## config.mk

```make
export PLATFORM = sky130hd
export DESIGN_NAME = piso_flat
export DESIGN_NICKNAME = d
export VERILOG_FILES = /design/src/rtl/piso_if.sv /design/src/rtl/piso.sv /design/src/flat_wrapper.sv
export SDC_FILE = /design/constraint.sdc
export NUM_CORES = 1
export LEC_CHECK = 0
export ABC_AREA = 0
export BUFFER_PORTS_ARGS = -buffer_cell sky130_fd_sc_hd__buf_2
export CAP_MARGIN = 30
export CORE_AREA = 2 2 39 41
export DETAILED_ROUTE_END_ITERATION = 12
export DIE_AREA = 0 0 41 43
export SYNTH_ARGS = -nofsm -noshare
export SYNTH_HDL_FRONTEND = slang
export SYNTH_SLANG_ARGS = --single-unit
```

## constraint.sdc

```tcl
create_clock -name clk -period 1.25 [get_ports clk]
set_input_delay 0.0625 -clock clk [delete_from_list [all_inputs] [get_ports clk]]
set_output_delay 0.0625 -clock clk [all_outputs]
set_load 0.1 [all_outputs]
```

## src/rtl/piso_if.sv

```systemverilog
// Handshake and serial-output bundle for the piso block.
interface piso_if #(
  parameter int N = 4
);
  logic         load_valid;
  logic         load_ready;
  logic [N-1:0] parallel_in;
  logic         serial_out;
  logic         serial_valid;
  logic         last;
  logic         done;

  // Upstream producer / serial consumer side.
  modport master (
    output load_valid,
    output parallel_in,
    input  load_ready,
    input  serial_out,
    input  serial_valid,
    input  last,
    input  done
  );

  // The piso itself.
  modport slave (
    input  load_valid,
    input  parallel_in,
    output load_ready,
    output serial_out,
    output serial_valid,
    output last,
    output done
  );
endinterface

```

## src/rtl/piso.sv

```systemverilog
// Parallel-in serial-out shift register with valid/ready load and framing flags.
//
// state | meaning
// IDLE  | no word in flight, ready to accept
// SHIFT | emitting one bit per clock; count = index of bit currently on serial_out
module piso #(
  parameter int N         = 4,
  parameter bit MSB_FIRST = 1'b1
) (
  input  logic   clk,
  input  logic   reset,
  piso_if.slave  bus
);
  localparam int CW = (N > 2) ? $clog2(N) : 1;
  localparam logic [CW-1:0] LAST_CNT = CW'(N - 1);

  typedef enum logic {IDLE, SHIFT} state_t;

  state_t        state;
  logic [N-1:0]  shreg;
  logic [CW-1:0] count;
  logic          done_q;
  logic          at_last;
  logic          accept;

  assign at_last        = (state == SHIFT) && (count == LAST_CNT);
  assign bus.load_ready = (state == IDLE) || at_last;
  assign accept         = bus.load_valid && bus.load_ready;

  assign bus.serial_valid = (state == SHIFT);
  assign bus.serial_out   = (state == SHIFT) && (MSB_FIRST ? shreg[N-1] : shreg[0]);
  assign bus.last         = at_last;
  assign bus.done         = done_q;

  // Load, shift and frame-end sequencing; a reload on the final-bit edge keeps the stream gapless.
  always_ff @(posedge clk) begin
    if (reset) begin
      state  <= IDLE;
      shreg  <= '0;
      count  <= '0;
      done_q <= 1'b0;
    end else begin
      done_q <= 1'b0;
      case (state)
        IDLE: begin
          if (accept) begin
            shreg <= bus.parallel_in;
            count <= '0;
            state <= SHIFT;
          end
        end
        SHIFT: begin
          if (at_last) begin
            if (accept) begin
              shreg <= bus.parallel_in;
              count <= '0;
            end else begin
              state  <= IDLE;
              done_q <= 1'b1;
            end
          end else begin
            shreg <= MSB_FIRST ? {shreg[N-2:0], 1'b0} : {1'b0, shreg[N-1:1]};
            count <= count + 1'b1;
          end
        end
        default: state <= IDLE;
      endcase
    end
  end
endmodule

```

## src/flat_wrapper.sv

```systemverilog
// flat-port wrapper written by rule: the top's interface ports become plain ports
module piso_flat 
#(
  parameter int N         = 4,
  parameter bit MSB_FIRST = 1'b1
)
  (clk, reset, bus_load_valid, bus_parallel_in, bus_load_ready, bus_serial_out, bus_serial_valid, bus_last, bus_done);
  piso_if #(.N(N)) bus_i ();
  input  logic clk;
  input  logic reset;
  input wire logic [$bits(bus_i.load_valid)-1:0] bus_load_valid;
  input wire logic [$bits(bus_i.parallel_in)-1:0] bus_parallel_in;
  output wire logic [$bits(bus_i.load_ready)-1:0] bus_load_ready;
  output wire logic [$bits(bus_i.serial_out)-1:0] bus_serial_out;
  output wire logic [$bits(bus_i.serial_valid)-1:0] bus_serial_valid;
  output wire logic [$bits(bus_i.last)-1:0] bus_last;
  output wire logic [$bits(bus_i.done)-1:0] bus_done;
  assign bus_i.load_valid = bus_load_valid;
  assign bus_i.parallel_in = bus_parallel_in;
  assign bus_load_ready = bus_i.load_ready;
  assign bus_serial_out = bus_i.serial_out;
  assign bus_serial_valid = bus_i.serial_valid;
  assign bus_last = bus_i.last;
  assign bus_done = bus_i.done;
  piso #(.N(N), .MSB_FIRST(MSB_FIRST)) u_core (.clk(clk), .reset(reset), .bus(bus_i));
endmodule
```

==> qor.yml, run 1 <==
vias: 299
power.total_w: 0.000646
power.density_cell_area_mw_per_mm2: 1170
layout_setup_ws_ns: 0.0567
postPlaceCellArea_um2: 494
ios: 12
numPortBuffers: 11
design_area_um2: 551
skew_ns: 0.00863
insertion_delay_ns: 0.26
nFillCells: 134
cts.path.max_buffers: 2
hold_path.class: "primary input to flop"
setup_viol: 0
first_global_vias: 301
die_area_mm2: 0.00176
period_share: 0.955
synthCells: 35
routed_via_density: 4.53
wirelength_um: 717
area_growth_syn_to_layout_pct: 45.7
synth_nets: 43
yosysUniqueCellTypes: 17
tritoncts: "yes"
core_mm2: 0.00138
final_common_cell: "buf_2"
drv_slew: 0
fp.dieH_um: 43
diodes: 0
seq_area_um2: 166
yosys_register_bits: 8
syn_avg_cell_area_um2: 10.8
yosys.area.top_type_share: 0.424
clk_pin_slew_ns: 0.06
endpoint_kind: "output port"
yosysWarnings: 0
peakVddDrop_mv: 0.451
synth_seq_area_share: 0.424
drt_iter0_drc: 3
slew_headroom: 0.678
clock.fmax_ghz: 0.838
antenna_found_initial: 0
cp.required_ns: 1.19
synth_top_area_cell: "dfxtp_1"
firstDrtPassIters: 3
fin_nets: 59
grt_pass1_wl_mm: 1.17
start_util: 0.273
ant_nets: 0
start_kind: "flop"
multi_input_area_um2: 211
critPathKind: "flop to output port"
route.detailed.drc: 0
grt_usage: 0.101
leakagePower_nw: 0.232
grt-ovfl-total: 0
fin_crit_ns: 1.19
cts_buffers: 3
wl_per_cell_um: 10.9
clock-sinks: 8
worstPathMaxFanout: 3
layout_common_cells: "8 x buf_2, 5 x dfxtp_1, 4 x mux2i_1"
ys_top_cells_by_area: "dfxtp_1 42%, mux2i_1 11%, a211oi_2 9.9%, and2_2 4.0%, nand3b_1 4.0%"
cts-root-buf: "clkbuf_4"
place_congestion: 0.681
htree_levels: 1
die_x_um: 41
tightest_slew_ns: 0.486
cap_violations: 0
syn_area_um2: 378
grt_start_max_net_pins: 9
utilization: 0.398
rows: 14
hold_viol: 0
arrival_ns: 1.13
status: "finished clean"
drive_above_1_share: 0.620
place_ws_ns: 0.121
[cell families (layout without fill, tap and decap cells)]
group | Yosys count | after routing | share of synthesized area
mux | 4 | 4 | 0.106
compound gates | 5 | 5 | 0.126
simple gates | 14 | 14 | 0.252
flops | 8 | 8 | 0.424
buf+inv | 3 | 18 | 0.0596
fa+ha+maj | 1 | 1 | 0.0331
[layer usage]
| metal | global-route usage | share of wire | vias to the layer above |
|---|---|---|---|
| met2 | 0.150 | 0.44 | 13 |
| met5 | 0 | 0 | - |
| met4 | 0.0467 | 0 | 0 |
| met1 | 0.109 | 0.46 | 135 |
| met3 | 0.0628 | 0.095 | 0 |
| li1 | - | - | 151 |
[area by class of cell]
type | instances | area share
Clock buffer | 4 | 0.0477
Inverter | 1 | 0.0205
Multi-Input combinational cell | 24 | 0.384
Sequential cell | 8 | 0.302
Tap cell | 16 | 0.0364
Timing Repair Buffer | 13 | 0.209
[state kept, by name (all words and copies together) (netlist names)]
| name | flops |
|---|---|
| u_core.shreg | 4 |
| u_core.bus.serial_valid | 1 |
| u_core.count | 2 |
| u_core.bus.done | 1 |
[cells in the mapped netlist (all sizes together)]
cell and number:
mux2i 4, ha 1, nand2b 1, a21oi 2, nor2 5, inv 1, nor2b 1, buf 1
nor3 1, dfxtp 8, clkbuf 1, nand2 1, nor3b 1, a211oi 3, and2 2, nand3b 2
[power breakdown]
part / switching, W / total, W / internal (W) / leakage [nW]
clock network: 0.0000907 / 0.000213 / 0.000122 / 0.0150
registers: 0.0000117 / 0.000283 / 0.000272 / 0.0672
logic: 0.0000913 / 0.000150 / 0.0000588 / 0.150
[worst max-delay path, cell delays in order, from the launching register on]
cell     delay, ns
dfxtp_2       0.33
ha_4          0.16
nor2b_4       0.18
inv_8         0.04
buf_12        0.16
[timing repair]
action                                  CTS  global route
hold buffers                              0             0
pin swaps                                 1             0
endpoints found under the setup margin    1             2
setup buffers                             2             0
resized for setup                         1             3
gates cloned                              0             0
[through the flow]
stage	hold slack (ns)	setup TNS [ns]	std cells
finish	0.0873	0	66
global placement	0.367	0	60
global route	0.0939	-0.000609	66
floorplan	0.258	0	35
detailed placement	0.364	0	60
CTS	0.0830	0	66
[path summary, 6_finish.rpt]
check,end,cells after the start,startpoint,slack [ns]
max,bus_load_ready,4,u_core.count[0],0.06
min,u_core.shreg[3],2,reset,0.09
max reg2reg,u_core.count[1],6,u_core.count[0],0.09
min reg2reg,u_core.count[0],2,u_core.count[0],0.51
Note: power is estimated with default switching activity, not from simulation.
==> run 2: changes to the inputs <==
==> constraint.sdc (replaced) <==
create_clock -name clk -period 1.1 [get_ports clk]
set_input_delay 0.055 -clock clk [delete_from_list [all_inputs] [get_ports clk]]
set_output_delay 0.055 -clock clk [all_outputs]
set_load 0.1 [all_outputs]
==> run 2 against run 1 <==
- the run now ends with setup timing left
- sequential power rose by 14%
- worst setup slack lost 0.14 ns
- first-iteration DRC count decreased by 33%
- critical path type unchanged
- largest cell class unchanged
==> qor.yml, run 2 (synthesis gave the netlist of run 1 again) <==
status: "finished, violations left"
violations: "setup timing"
slew_headroom: 0.678  # about the same
numPortBuffers: 11  # unchanged
layout_setup_ws_ns: -0.0820  # -0.139 ns
core_mm2: 0.00138  # unchanged
cap_violations: 0  # unchanged
slowest_delay_ns: 0.33  # about the same
die_x_um: 41  # unchanged
startpoint: "u_core.count[0]"
die_area_mm2: 0.00176  # unchanged
clock-sinks: 8  # unchanged
ant_nets: 0  # unchanged
hold_path.class: "primary input to flop"
cts-root-buf: "clkbuf_4"
antenna_found_initial: 0  # unchanged
drv_slew: 0  # unchanged
critPathKind: "flop to output port"
place_congestion: 0.716  # +5.2%
worstPathCellList: "ha_4, nor2b_4, inv_8, buf_12"
largest_register_ffs: 4  # unchanged
leakagePower_nw: 0.248  # +6.7%
grt_start_max_net_pins: 9  # unchanged
grt_setup_unrepaired: "yes"
crit_path_top_delay_cell: "dfxtp_2"
drt_iter0_drc: 2  # -1
insertion_delay_ns: 0.26  # about the same
grt-ovfl-total: 0  # unchanged
crit_buf_inv: 2  # unchanged
power.density_cell_area_mw_per_mm2: 1300  # +10%
cts_hold_buffers: 0  # unchanged
layout_common_cells: "7 x buf_2, 5 x dfxtp_1, 4 x mux2i_1, 4 x buf_12, 4 x buf_4"
design_area_um2: 586  # +6.4%
cp_top_family: "flip-flops"
route.detailed.drc: 0  # unchanged
vias: 302  # +1.0%
first_global_vias: 266  # -12%
dpl.hpwl_um: 472
fin_crit_ns: 1.18
firstDrtPassIters: 4  # +1
cts_buffers: 3  # unchanged
grt_usage: 0.0948  # -0.00665
worstPathMaxFanout: 2  # -1
arrival_ns: 1.13  # about the same
peakVddDrop_mv: 0.562  # +25%
r2r_start: "u_core.count[0]"
grt_pass1_wl_mm: 1.09  # -7.1%
endpoint_kind: "output port"
rows: 14  # unchanged
wl_per_cell_um: 9.78  # -10%
final_common_cell: "buf_2"
period_share: 1.07
tritoncts: "yes"
largest-register: "u_core.shreg"
min-delay-start: "reset"
clock.fmax_ghz: 0.846
fp.dieH_um: 43  # unchanged
place_ws_ns: 0.000712  # -0.120 ns
wirelength_um: 665  # -7.3%
postPlaceCellArea_um2: 524  # +6.1%
cts.path.max_buffers: 2  # unchanged
area_growth_syn_to_layout_pct: 55.0
htree_levels: 1  # unchanged
cp.required_ns: 1.04  # -0.15 ns
hold_viol: 0  # unchanged
setup_viol: 7  # +7
diodes: 0  # unchanged
drive_above_1_share: 0.635  # +0.0146
largestRegisters: "u_core.shreg (4), u_core.count (2)"
clk_pin_slew_ns: 0.06  # about the same
tightest_slew_ns: 0.486  # +0.000528 ns
fin_nets: 61  # +3.4%
ios: 12  # unchanged
start_util: 0.273  # unchanged
start_kind: "flop"
routed_via_density: 4.44  # -2.0%
skew_ns: 0.00177  # -0.00686 ns
run 2: worst reg2reg max path: stages (launching register included):
cell	delay, ns
dfxtp_2	0.33
ha_4	0.16
nor2b_4	0.17
inv_8	0.04
buf_4	0.17
nand3b_1	0.10
a21oi_1	0.06
run 2: cell type report:
cell class | count | area [µm²]
fill | 139 | 798
clock buffer | 4 | 26.3
inverter | 1 | 11.3
tap | 16 | 20.0
timing repair buffer | 15 | 145
multi-input combinational | 24 | 216
sequential | 8 | 166
run 2: final timing paths:
path                          end  slack (ns)  cells past startpoint
setup / recovery   bus_load_ready       -0.08                      4
hold / removal    u_core.shreg[2]        0.08                      2
setup reg to reg  u_core.count[0]       -0.05                      6
hold reg to reg   u_core.shreg[1]        0.51                      2
run 2: timing repair:
item                       4_1_cts  5_1_grt
pin swaps                        1        0
hold endpoints to repair         0        0
buffers inserted                 2        0
gates resized for setup          4        1
setup endpoints to repair        7        9
run 2: per-layer routing:
layer | track usage | share of wire
met5 | 0 | 0
met3 | 0.0157 | 0.099
met1 | 0.117 | 0.43
met4 | 0.0800 | 0.0060
met2 | 0.134 | 0.46
run 2: metrics by stage:
step	power, W	std cells	TNS [ns]	hold slack (ns)	utilization
6_report	0.000759	68	-0.293	0.0807	0.423
5_1_grt	0.000804	68	-0.765	0.0885	0.423
4_1_cts	0.000768	68	-0.356	0.0930	0.420
3_5_place_dp	0.000502	62	0	0.360	0.379
3_3_place_gp	0.000501	62	0	0.354	0.379
2_1_floorplan	0.000447	35	-0.752	0.250	-
run 2: report_power, final:
part	internal [W]	switching, W	total, W
clock network	0.000139	0.000110	0.000249
registers	0.000308	0.0000143	0.000323
logic	0.0000815	0.000105	0.000187
